--- src/rtl/ntt_pipe_pkg.sv ---
// Shared constants and modular helpers for the Q = 65537 NTT pipeline.
package ntt_pipe_pkg;
  localparam int N = 17;
  localparam logic [N-1:0] Q = N'(65537);

  typedef struct packed {
    logic [4:0] e;
    logic       neg;
  } twiddle_t;

  // Every twiddle is +/-2^e; odd groups use the negation of their even partner.
  function automatic twiddle_t twiddle_exp(input int s, input int j);
    twiddle_t t;
    if (s == 0) begin
      t.e   = 5'd16;
      t.neg = 1'b0;
    end else begin
      t.e   = 5'((1 << (4 - s)) + (j & ~1));
      t.neg = j[0];
    end
    return t;
  endfunction

  function automatic logic [N-1:0] add_mod(input logic [N-1:0] a, input logic [N-1:0] b);
    logic [N:0] sum;
    sum = {1'b0, a} + {1'b0, b};
    return (sum >= {1'b0, Q}) ? N'(sum - {1'b0, Q}) : N'(sum);
  endfunction

  function automatic logic [N-1:0] sub_mod(input logic [N-1:0] a, input logic [N-1:0] b);
    return (a >= b) ? N'(a - b) : N'({1'b0, a} + {1'b0, Q} - {1'b0, b});
  endfunction
endpackage

--- src/rtl/ntt_pipe_if.sv ---
// Streaming valid/ready bus for ntt_pipe: one D-lane coefficient vector per beat.
interface ntt_pipe_if import ntt_pipe_pkg::*; #(parameter int D = 8);
  logic           in_valid;
  logic           in_ready;
  logic [D*N-1:0] in_data;
  logic           out_valid;
  logic           out_ready;
  logic [D*N-1:0] out_data;

  modport master (output in_valid, in_data, out_ready, input in_ready, out_valid, out_data);
  modport slave  (input in_valid, in_data, out_ready, output in_ready, out_valid, out_data);
endinterface

--- src/rtl/ntt_pipe_bf.sv ---
// Combinational Cooley-Tukey butterfly with a +/-2^e twiddle (shift and fold, no multiplier).
module ntt_pipe_bf import ntt_pipe_pkg::*; (
  input  logic [N-1:0] a,
  input  logic [N-1:0] b,
  input  logic [4:0]   e,
  input  logic         neg,
  output logic [N-1:0] lo,
  output logic [N-1:0] hi
);
  localparam int NW = N + 1;

  logic [33:0]   p;
  logic [NW-1:0] r;
  logic [N-1:0]  m, t;

  // 2^16 == -1 and 2^32 == 1 mod Q, so p folds to lo16 - mid16 + top; +Q keeps it positive.
  always_comb begin
    p  = 34'(b) << e;
    r  = NW'(p[15:0]) + NW'(p[33:32]) + NW'(Q) - NW'(p[31:16]);
    m  = (r >= NW'(Q)) ? N'(r - NW'(Q)) : N'(r);
    t  = (neg && m != '0) ? N'(Q - m) : m;
    lo = add_mod(a, t);
    hi = sub_mod(a, t);
  end
endmodule

--- src/rtl/ntt_pipe.sv ---
// Pipelined D-point forward NTT over Q = 65537, one registered butterfly stage per level.
// Optional input range check and pre-reduction under NTT_PIPE_RANGE_CHECK_EN.
module ntt_pipe import ntt_pipe_pkg::*; #(
  parameter  int D  = 8,
  localparam int S  = $clog2(D),
  localparam int OW = $clog2(S + 1)
) (
  input  logic          clk,
  input  logic          rst_n,
  ntt_pipe_if.slave     bus,
  output logic [OW-1:0] occupancy,
  output logic          err
);
  typedef logic [D-1:0][N-1:0] vec_t;

  vec_t         lanes_in, pre;
  vec_t         stg_in [S];
  vec_t         bf_out [S];
  vec_t         stg_q  [S];
  logic [S-1:0] vld_pipe, vld_nxt, adv;

  assign lanes_in      = bus.in_data;
  assign bus.in_ready  = adv[0];
  assign bus.out_valid = vld_pipe[S-1];
  assign bus.out_data  = stg_q[S-1];

`ifdef NTT_PIPE_RANGE_CHECK_EN
  logic [D-1:0] oor;
  for (genvar i = 0; i < D; i++) begin : g_rc
    assign oor[i] = lanes_in[i] >= Q;
    assign pre[i] = oor[i] ? N'(lanes_in[i] - Q) : lanes_in[i];
  end
  always_ff @(posedge clk or negedge rst_n) begin
    if (!rst_n)                                 err <= 1'b0;
    else if (bus.in_valid && adv[0] && |oor)    err <= 1'b1;
  end
`else
  assign pre = lanes_in;
  assign err = 1'b0;
`endif

  for (genvar s = 0; s < S; s++) begin : g_stage
    localparam int H = D >> (s + 1);
    if (s == 0) begin : g_head
      assign stg_in[s]  = pre;
      assign vld_nxt[s] = bus.in_valid;
    end else begin : g_link
      assign stg_in[s]  = stg_q[s-1];
      assign vld_nxt[s] = vld_pipe[s-1];
    end
    for (genvar j = 0; j < (1 << s); j++) begin : g_grp
      localparam twiddle_t TW = twiddle_exp(s, j);
      for (genvar k = 0; k < H; k++) begin : g_bf
        localparam int LO = j * 2 * H + k;
        ntt_pipe_bf u_bf (
          .a  (stg_in[s][LO]),
          .b  (stg_in[s][LO+H]),
          .e  (TW.e),
          .neg(TW.neg),
          .lo (bf_out[s][LO]),
          .hi (bf_out[s][LO+H])
        );
      end
    end
  end

  // A stage may load when empty or when its successor is moving: bubbles collapse.
  always_comb begin
    adv      = '0;
    adv[S-1] = !vld_pipe[S-1] || bus.out_ready;
    for (int s = S - 2; s >= 0; s--) adv[s] = !vld_pipe[s] || adv[s+1];
  end

  always_comb begin
    occupancy = '0;
    for (int s = 0; s < S; s++) occupancy = occupancy + OW'(vld_pipe[s]);
  end

  always_ff @(posedge clk or negedge rst_n) begin
    if (!rst_n) begin
      vld_pipe <= '0;
      for (int s = 0; s < S; s++) stg_q[s] <= '0;
    end else begin
      for (int s = 0; s < S; s++) begin
        if (adv[s]) begin
          vld_pipe[s] <= vld_nxt[s];
          stg_q[s]    <= bf_out[s];
        end
      end
    end
  end
endmodule

--- src/flat_wrapper.sv ---
// flat-port wrapper written by rule: the top's interface ports become plain ports
module ntt_pipe_flat import ntt_pipe_pkg::*;
#(
  parameter  int D  = 8,
  localparam int S  = $clog2(D),
  localparam int OW = $clog2(S + 1)
)
  (clk, rst_n, occupancy, err, bus_in_valid, bus_in_data, bus_out_ready, bus_in_ready, bus_out_valid, bus_out_data);
  ntt_pipe_if #(.D(D)) bus_i ();
  input  logic clk;
  input  logic rst_n;
  output logic [OW-1:0] occupancy;
  output logic err;
  input wire logic [$bits(bus_i.in_valid)-1:0] bus_in_valid;
  input wire logic [$bits(bus_i.in_data)-1:0] bus_in_data;
  input wire logic [$bits(bus_i.out_ready)-1:0] bus_out_ready;
  output wire logic [$bits(bus_i.in_ready)-1:0] bus_in_ready;
  output wire logic [$bits(bus_i.out_valid)-1:0] bus_out_valid;
  output wire logic [$bits(bus_i.out_data)-1:0] bus_out_data;
  assign bus_i.in_valid = bus_in_valid;
  assign bus_i.in_data = bus_in_data;
  assign bus_i.out_ready = bus_out_ready;
  assign bus_in_ready = bus_i.in_ready;
  assign bus_out_valid = bus_i.out_valid;
  assign bus_out_data = bus_i.out_data;
  ntt_pipe #(.D(D)) u_core (.clk(clk), .rst_n(rst_n), .bus(bus_i), .occupancy(occupancy), .err(err));
endmodule
--- config.mk ---
export PLATFORM = sky130hd
export DESIGN_NAME = ntt_pipe_flat
export DESIGN_NICKNAME = d
export VERILOG_FILES = /design/src/rtl/ntt_pipe_pkg.sv /design/src/rtl/ntt_pipe_if.sv /design/src/rtl/ntt_pipe_bf.sv /design/src/rtl/ntt_pipe.sv /design/src/flat_wrapper.sv
export SDC_FILE = /design/constraint.sdc
export NUM_CORES = 2
export LEC_CHECK = 0
export ABC_AREA = 0
export BUFFER_PORTS_ARGS = -buffer_cell sky130_fd_sc_hd__buf_2
export CAP_MARGIN = 40
export CORE_ASPECT_RATIO = 0.6
export CORE_MARGIN = 10
export CORE_UTILIZATION = 54
export CTS_BUF_LIST = sky130_fd_sc_hd__clkbuf_16
export DETAILED_ROUTE_END_ITERATION = 10
export GPL_TIMING_DRIVEN = 0
export HOLD_SLACK_MARGIN = 0.06
export PLACE_DENSITY = 0.71
export SLEW_MARGIN = 20
export SYNTH_ARGS = -nofsm -noshare
export SYNTH_HDL_FRONTEND = slang
export SYNTH_SLANG_ARGS = --single-unit
--- constraint.sdc ---
create_clock -name clk -period 8.75 [get_ports clk]
set_clock_uncertainty 0.2 [all_clocks]
set_input_delay 0.4375 -clock clk [delete_from_list [all_inputs] [get_ports clk]]
set_output_delay 0.4375 -clock clk [all_outputs]
set_load 0.1 [all_outputs]
After elaboration in Yosys (flattened, before gate mapping)
Index checks and enable logic that the tools add are counted.
{ "op_classes": {"n_lt_le_gt_ge": 36, "mux": 40, "reduce_logical": 10, "add_sub_neg": 102} }
{ "ops": {"columns": ["operator", "n"], "rows": [
  ["$mux W17", 40],
  ["$ge A18 B17 Y1 const B", 24],
  ["$sub A17 B17 Y17", 24],
  ["$sub A17 B17 Y17 const B", 24],
  ["$add A17 B17 Y18", 12],
  ["$add A17 B17 Y17 const B", 12],
  ["$ge A17 B17 Y1", 12],
  ["$add A16 B17 Y18 const B", 8],
  ["$add A1 B17 Y18 const B", 4],
  ["$sub A18 B16 Y18", 4],
  ["$sub A18 B9 Y18", 4],
  ["$reduce_bool A17 Y1", 4],
  ["$sub A17 B17 Y17 const A", 4],
  ["$sub A18 B5 Y18", 2],
  ["$sub A18 B7 Y18", 2],
  ["$logic_not A1 Y1", 3],
  ["$logic_or A1 B1 Y1", 3],
  ["$add A1 B1 Y2", 1],
  ["$add A2 B1 Y2", 1]
]} }
{ "word_totals": {"word_cells": 215, "inputBits": 140, "out_inout_bits": 141, "ff_bits": 411} }

Logic depth before layout (Yosys ltp)
{ "logic_depth": {"word_depth": 9, "ltp_mapped": 35, "ltp_nobuf": 32} }

By module
A second synthesis with hierarchy kept.
{ "hier_totals": {"hier_cells": 12478, "hier_area_um2": 97604.9} }
{ "by_module_without_submodules": {"columns": ["module", "cells_each", "instances", "area_each_um2", "seq_area_each_um2"], "rows": [
  ["ntt_pipe_bf at u_core.g_stage[1].g_grp[0].g_bf[1].u_bf ...", 1005, 4, 7226.9, 0.0],
  ["ntt_pipe_bf at u_core.g_stage[0].g_grp[0].g_bf[0].u_bf ...", 962, 3, 6732.7, 0.0],
  ["ntt_pipe", 874, 1, 15180.8, 10284.9],
  ["ntt_pipe_bf at u_core.g_stage[0].g_grp[0].g_bf[1].u_bf", 964, 1, 6862.8, 0.0],
  ["ntt_pipe_bf at u_core.g_stage[2].g_grp[3].g_bf[0].u_bf", 964, 1, 6720.2, 0.0],
  ["ntt_pipe_bf at u_core.g_stage[2].g_grp[2].g_bf[0].u_bf", 913, 1, 6595.1, 0.0],
  ["ntt_pipe_bf at u_core.g_stage[2].g_grp[1].g_bf[0].u_bf", 938, 1, 6587.6, 0.0],
  ["ntt_pipe_bf at u_core.g_stage[0].g_grp[0].g_bf[2].u_bf", 919, 1, 6552.5, 0.0]
]} }

Least setup slack after synthesis
No wires, ideal clock.
{ "synth_path": {"kind": "reg2reg", "from": "register u_core.stg_q (netlist bit u_core.stg_in[119])", "to": "register u_core.stg_q (netlist bit u_core.bus.out_data[112])", "path_stages_with_launch": 30, "setup_ps": 133, "t_arrival_ps": 7998, "t_required_ps": 8417, "slack_ps": 419, "period_less_slack_ps": 8331, "path_cell_list": "dfrtp_1 ha_1 or3_4 or2_4 a2111oi_4 nor3_1 o32a_2 a21o_1 nand2b_1 xnor2_1 nand2_1 or4_4 or4_1 buf_2 buf_6 and2_1 ha_1 fa_1 a21o_1 a21oi_1 o41ai_1 or3_1 a211oi_1 xnor2_1 or4b_2 nor4_1 a21oi_1 and4_1 xnor2_1 o21ai_0"} }
{ "synth_between": {"elab_chain_len": 9} }
{ "synth_rtl": {"columns": ["element", "line", "text"], "rows": [
  ["from (decl)", "ntt_pipe.sv:19", "vec_t stg_q [S];"],
  ["from (signal, indexed assignment)", "ntt_pipe.sv:87", "stg_q[s] <= bf_out[s];"],
  ["$add A16 B17 Y18 *", "ntt_pipe_bf.sv:19", "r = NW'(p[15:0]) + NW'(p[33:32]) + NW'(Q) - NW'(p[31:16]);"],
  ["$sub A18 B7 Y18 *", "ntt_pipe_bf.sv:19", null],
  ["$sub A17 B17 Y17 or $ge A18 B17 Y1 (tied branches)", "ntt_pipe_bf.sv:20", "m = (r >= NW'(Q)) ? N'(r - NW'(Q)) : N'(r);"],
  ["$mux W17 *", "ntt_pipe_bf.sv:20", null],
  ["$sub A17 B17 Y17 or $reduce_bool A17 Y1 (tied branches)", "ntt_pipe_bf.sv:21", "t = (neg && m != '0) ? N'(Q - m) : m;"],
  ["$mux W17 *", "ntt_pipe_bf.sv:21", null],
  ["$add A17 B17 Y18 *", "ntt_pipe_pkg.sv:26", "sum = {1'b0, a} + {1'b0, b};"],
  ["$sub A17 B17 Y17 or $ge A18 B17 Y1 (tied branches)", "ntt_pipe_pkg.sv:27", "return (sum >= {1'b0, Q}) ? N'(sum - {1'b0, Q}) : N'(sum);"],
  ["$mux W17 *", "ntt_pipe_pkg.sv:27", null]
]} }
Every way passes the cells marked *; elsewhere a longest branch is shown, timed or not.
A chain may end at the register's enable or synchronous reset.

Worst setup path after layout
{ "layout_path": {"from": "register u_core.stg_q (netlist bit u_core.stg_in[119])", "to": "register u_core.stg_q (netlist bit u_core.bus.out_data[108])"} }
The elaborated chain is that of the path after synthesis.

==> results.ini <==
[floorplanning]
fp.dieH_um=282.6
die-area_um2=129300
die_w_um=457.6
start_util_pct=54.32
io_pins=281
row_count=96
core_area_um2=114200

[sta]
worst_pin_slew_ns=0.8759
report.final.hold_viol_count=0
setup_viol=0
fin_crit_ns=8.618
max_slew_margin_pct=41.07
drv_slew=0
setup_ws_ns=0.1320
fmax_mhz=116.0
min_period_over_period_pct=98.49

[cts]
htree_levels=2
clk_pin_slew_ns=0.07
cts.sinks=411
worstSkewPairLatency_ns=0.65
cts_made_buffers=46
cts_buffer_depth=3
cts_tree=built
cts-root-buf=clkbuf_16

[global_route]
grt_use_total_pct=32.58
use_met1_pct=49.01
antenna_found_initial=3
grt_first_pass_wirelength_um=332700
grt_max_degree=95
use_met2_pct=43.51
grt_pass1_vias=55291
grt.busiest_layer=met1
use_met3_pct=11.87
grt_overflow=0

[status]
status=completed

[final_layout]
final_nets=9357
layout-drive-gt1-share_pct=9.863
fillers=10590
fin_util_pct=60.27
area_delta_synth_final_pct=10.95

[yosys]
synthesis.area_um2=62050
ys_warn_count=0
synthTopCellsByCount=ha_1, nor2_1, inv_1, nand2_1, xnor2_1
synth_nets=8947
yosysTopAreaCell=dfrtp_1
ys_dominant_reg_cell=dfrtp_1
avgSynthCellArea_um2=7.865
synth.area.top_cells=dfrtp_1, ha_1, xnor2_1, fa_1, nor2_1
async_flop_share_pct=100.0
synth_seq_cells=411
netlist-cell-type-count=111
synth_top_cell_area_share_pct=16.58
netlist_instances=7889
seq_area_frac_synth_pct=16.58
synth-edff-count=0
synth_most_common_cell=ha_1

[worst_hold_path]
holdCritPathClass=in2reg

[drt]
routedWlPerCell_um=22.44
ant_nets=0
drt_pass1_iterations=6
routed_wl_um=221200
drc=0
num_vias=60123
viasPerCell=6.100
drtIter0Drc=6466

[placed_design]
gp_congestion=1.016
dp_hpwl_um=185300
port_buffers=271
post-place-ws_ns=-1.682

[setup_path]
cp-start-kind=flip-flop
cp.buffers_inverters=5
cp_slowest_stage_delay_ns=0.72
path_max_fanout=10
critPathKind=reg2reg
crit_path_top_delay_cell=or4b_2
crit_path_end_kind=flip-flop
crit_family=simple AND/OR/NAND/NOR gates
reg2reg_slack_ns=0.13
crit_arrival_ns=8.94
critPathRequiredTime_ns=9.07

[job]
drv_cap=0

==> final timing paths <==
check                                        startpoint  cells past startpoint                  endpoint
worst max-delay path                 u_core.stg_in[119]                     30  u_core.bus.out_data[108]
worst min-delay path                    bus_in_data[18]                      4        u_core.stg_in[222]
worst max register to register       u_core.stg_in[119]                     30  u_core.bus.out_data[108]
worst min register to register  u_core.bus.out_data[81]                      2   u_core.bus.out_data[81]
max in group asynchronous                         rst_n                      4   u_core.bus.out_data[31]
min in group asynchronous                         rst_n                      2  u_core.bus.out_data[122]
==> cell families after synthesis <==
kind of cell | synth area share (%)
adders and majority gates | 20.99
AOI/OAI and AO/OA | 19.50
muxes | 3.059
buffers and inverters | 5.666
DFF | 16.58
xor gates and xnor gates | 12.89
and+or+nand+nor | 21.31
other | 0.006044
==> placed cells by master, fill, tap and decap left out, types with 81 or more instances in the layout <==
cell type / count
dfrtp_1: 407
o21ai_0: 480
nand2_1: 625
xor2_1: 289
nand3_1: 122
or2_2: 97
mux2i_1: 146
o21a_1: 81
fa_1: 204
or3_1: 106
nor2b_1: 109
xnor2_1: 600
clkbuf_1: 215
nor2_1: 703
a21o_1: 88
a21oi_1: 491
and2_1: 102
nor3_1: 218
ha_1: 707
nand2b_1: 100
inv_1: 648
buf_2: 287
a31oi_1: 127
==> flip-flops by register name (all words and copies together) (netlist names) <==
name,flops
u_core.stg_in,272
u_core.bus.out_data,136
u_core.vld_pipe,3
==> per-layer routing <==
metal,share of wire [%],routed length (um)
met3,13,28540
met1,47,104800
met2,37,82870
met5,0,0
met4,2.2,4959
==> cell type report <==
| class | instances | area, um2 | share of cell area [%] |
|---|---|---|---|
| plain buffers | 257 | 1037 | 1.507 |
| repair buffers | 370 | 2262 | 3.286 |
| well taps | 1519 | 1901 | 2.761 |
| clock inverters | 36 | 411.6 | 0.5980 |
| diodes | 3 | 7.507 | 0.01090 |
| inverters | 659 | 2481 | 3.604 |
| multi-input cells | 6554 | 49280 | 71.58 |
| flip-flops and latches | 411 | 10290 | 14.95 |
| clock buffers | 47 | 1176 | 1.708 |
==> worst register-to-register path: cells and delay by family, from the launching register on <==
family | cells | cell delay [ns]
adder cells (fa/ha/maj) | 3 | 0.83
XOR/XNOR | 2 | 0.43
AND/OR/NAND/NOR | 10 | 4.04
flip-flops | 1 | 0.39
buffers and inverters | 5 | 0.80
AO/OA/AOI/OAI | 10 | 1.80
==> metrics by stage <==
step           area, um2  std cells  hold slack, ns  setup TNS, ns
4_1_cts            67750       9805          0.1329              0
2_1_floorplan      62050       7889        -0.05809              0
6_report           68840       9856          0.1450              0
3_3_place_gp       65300       9679          0.2562        -700.62
5_1_grt            68830       9853          0.1694        -0.7032
3_5_place_dp       65720       9712          0.2648         -95.11
==> timing repair <==
| action | 4_1_cts | 5_1_grt |
|---|---|---|
| pin swaps | 11 | 44 |
| setup buffers | 12 | 42 |
| hold endpoints to repair | 80 | 0 |
| resized for setup | 68 | 153 |
| hold buffers | 2 | 0 |
| setup endpoints to repair | 117 | 189 |
Power is not shown: default switching activity piles up to over one toggle a cycle in this logic, so the estimate is an artifact.
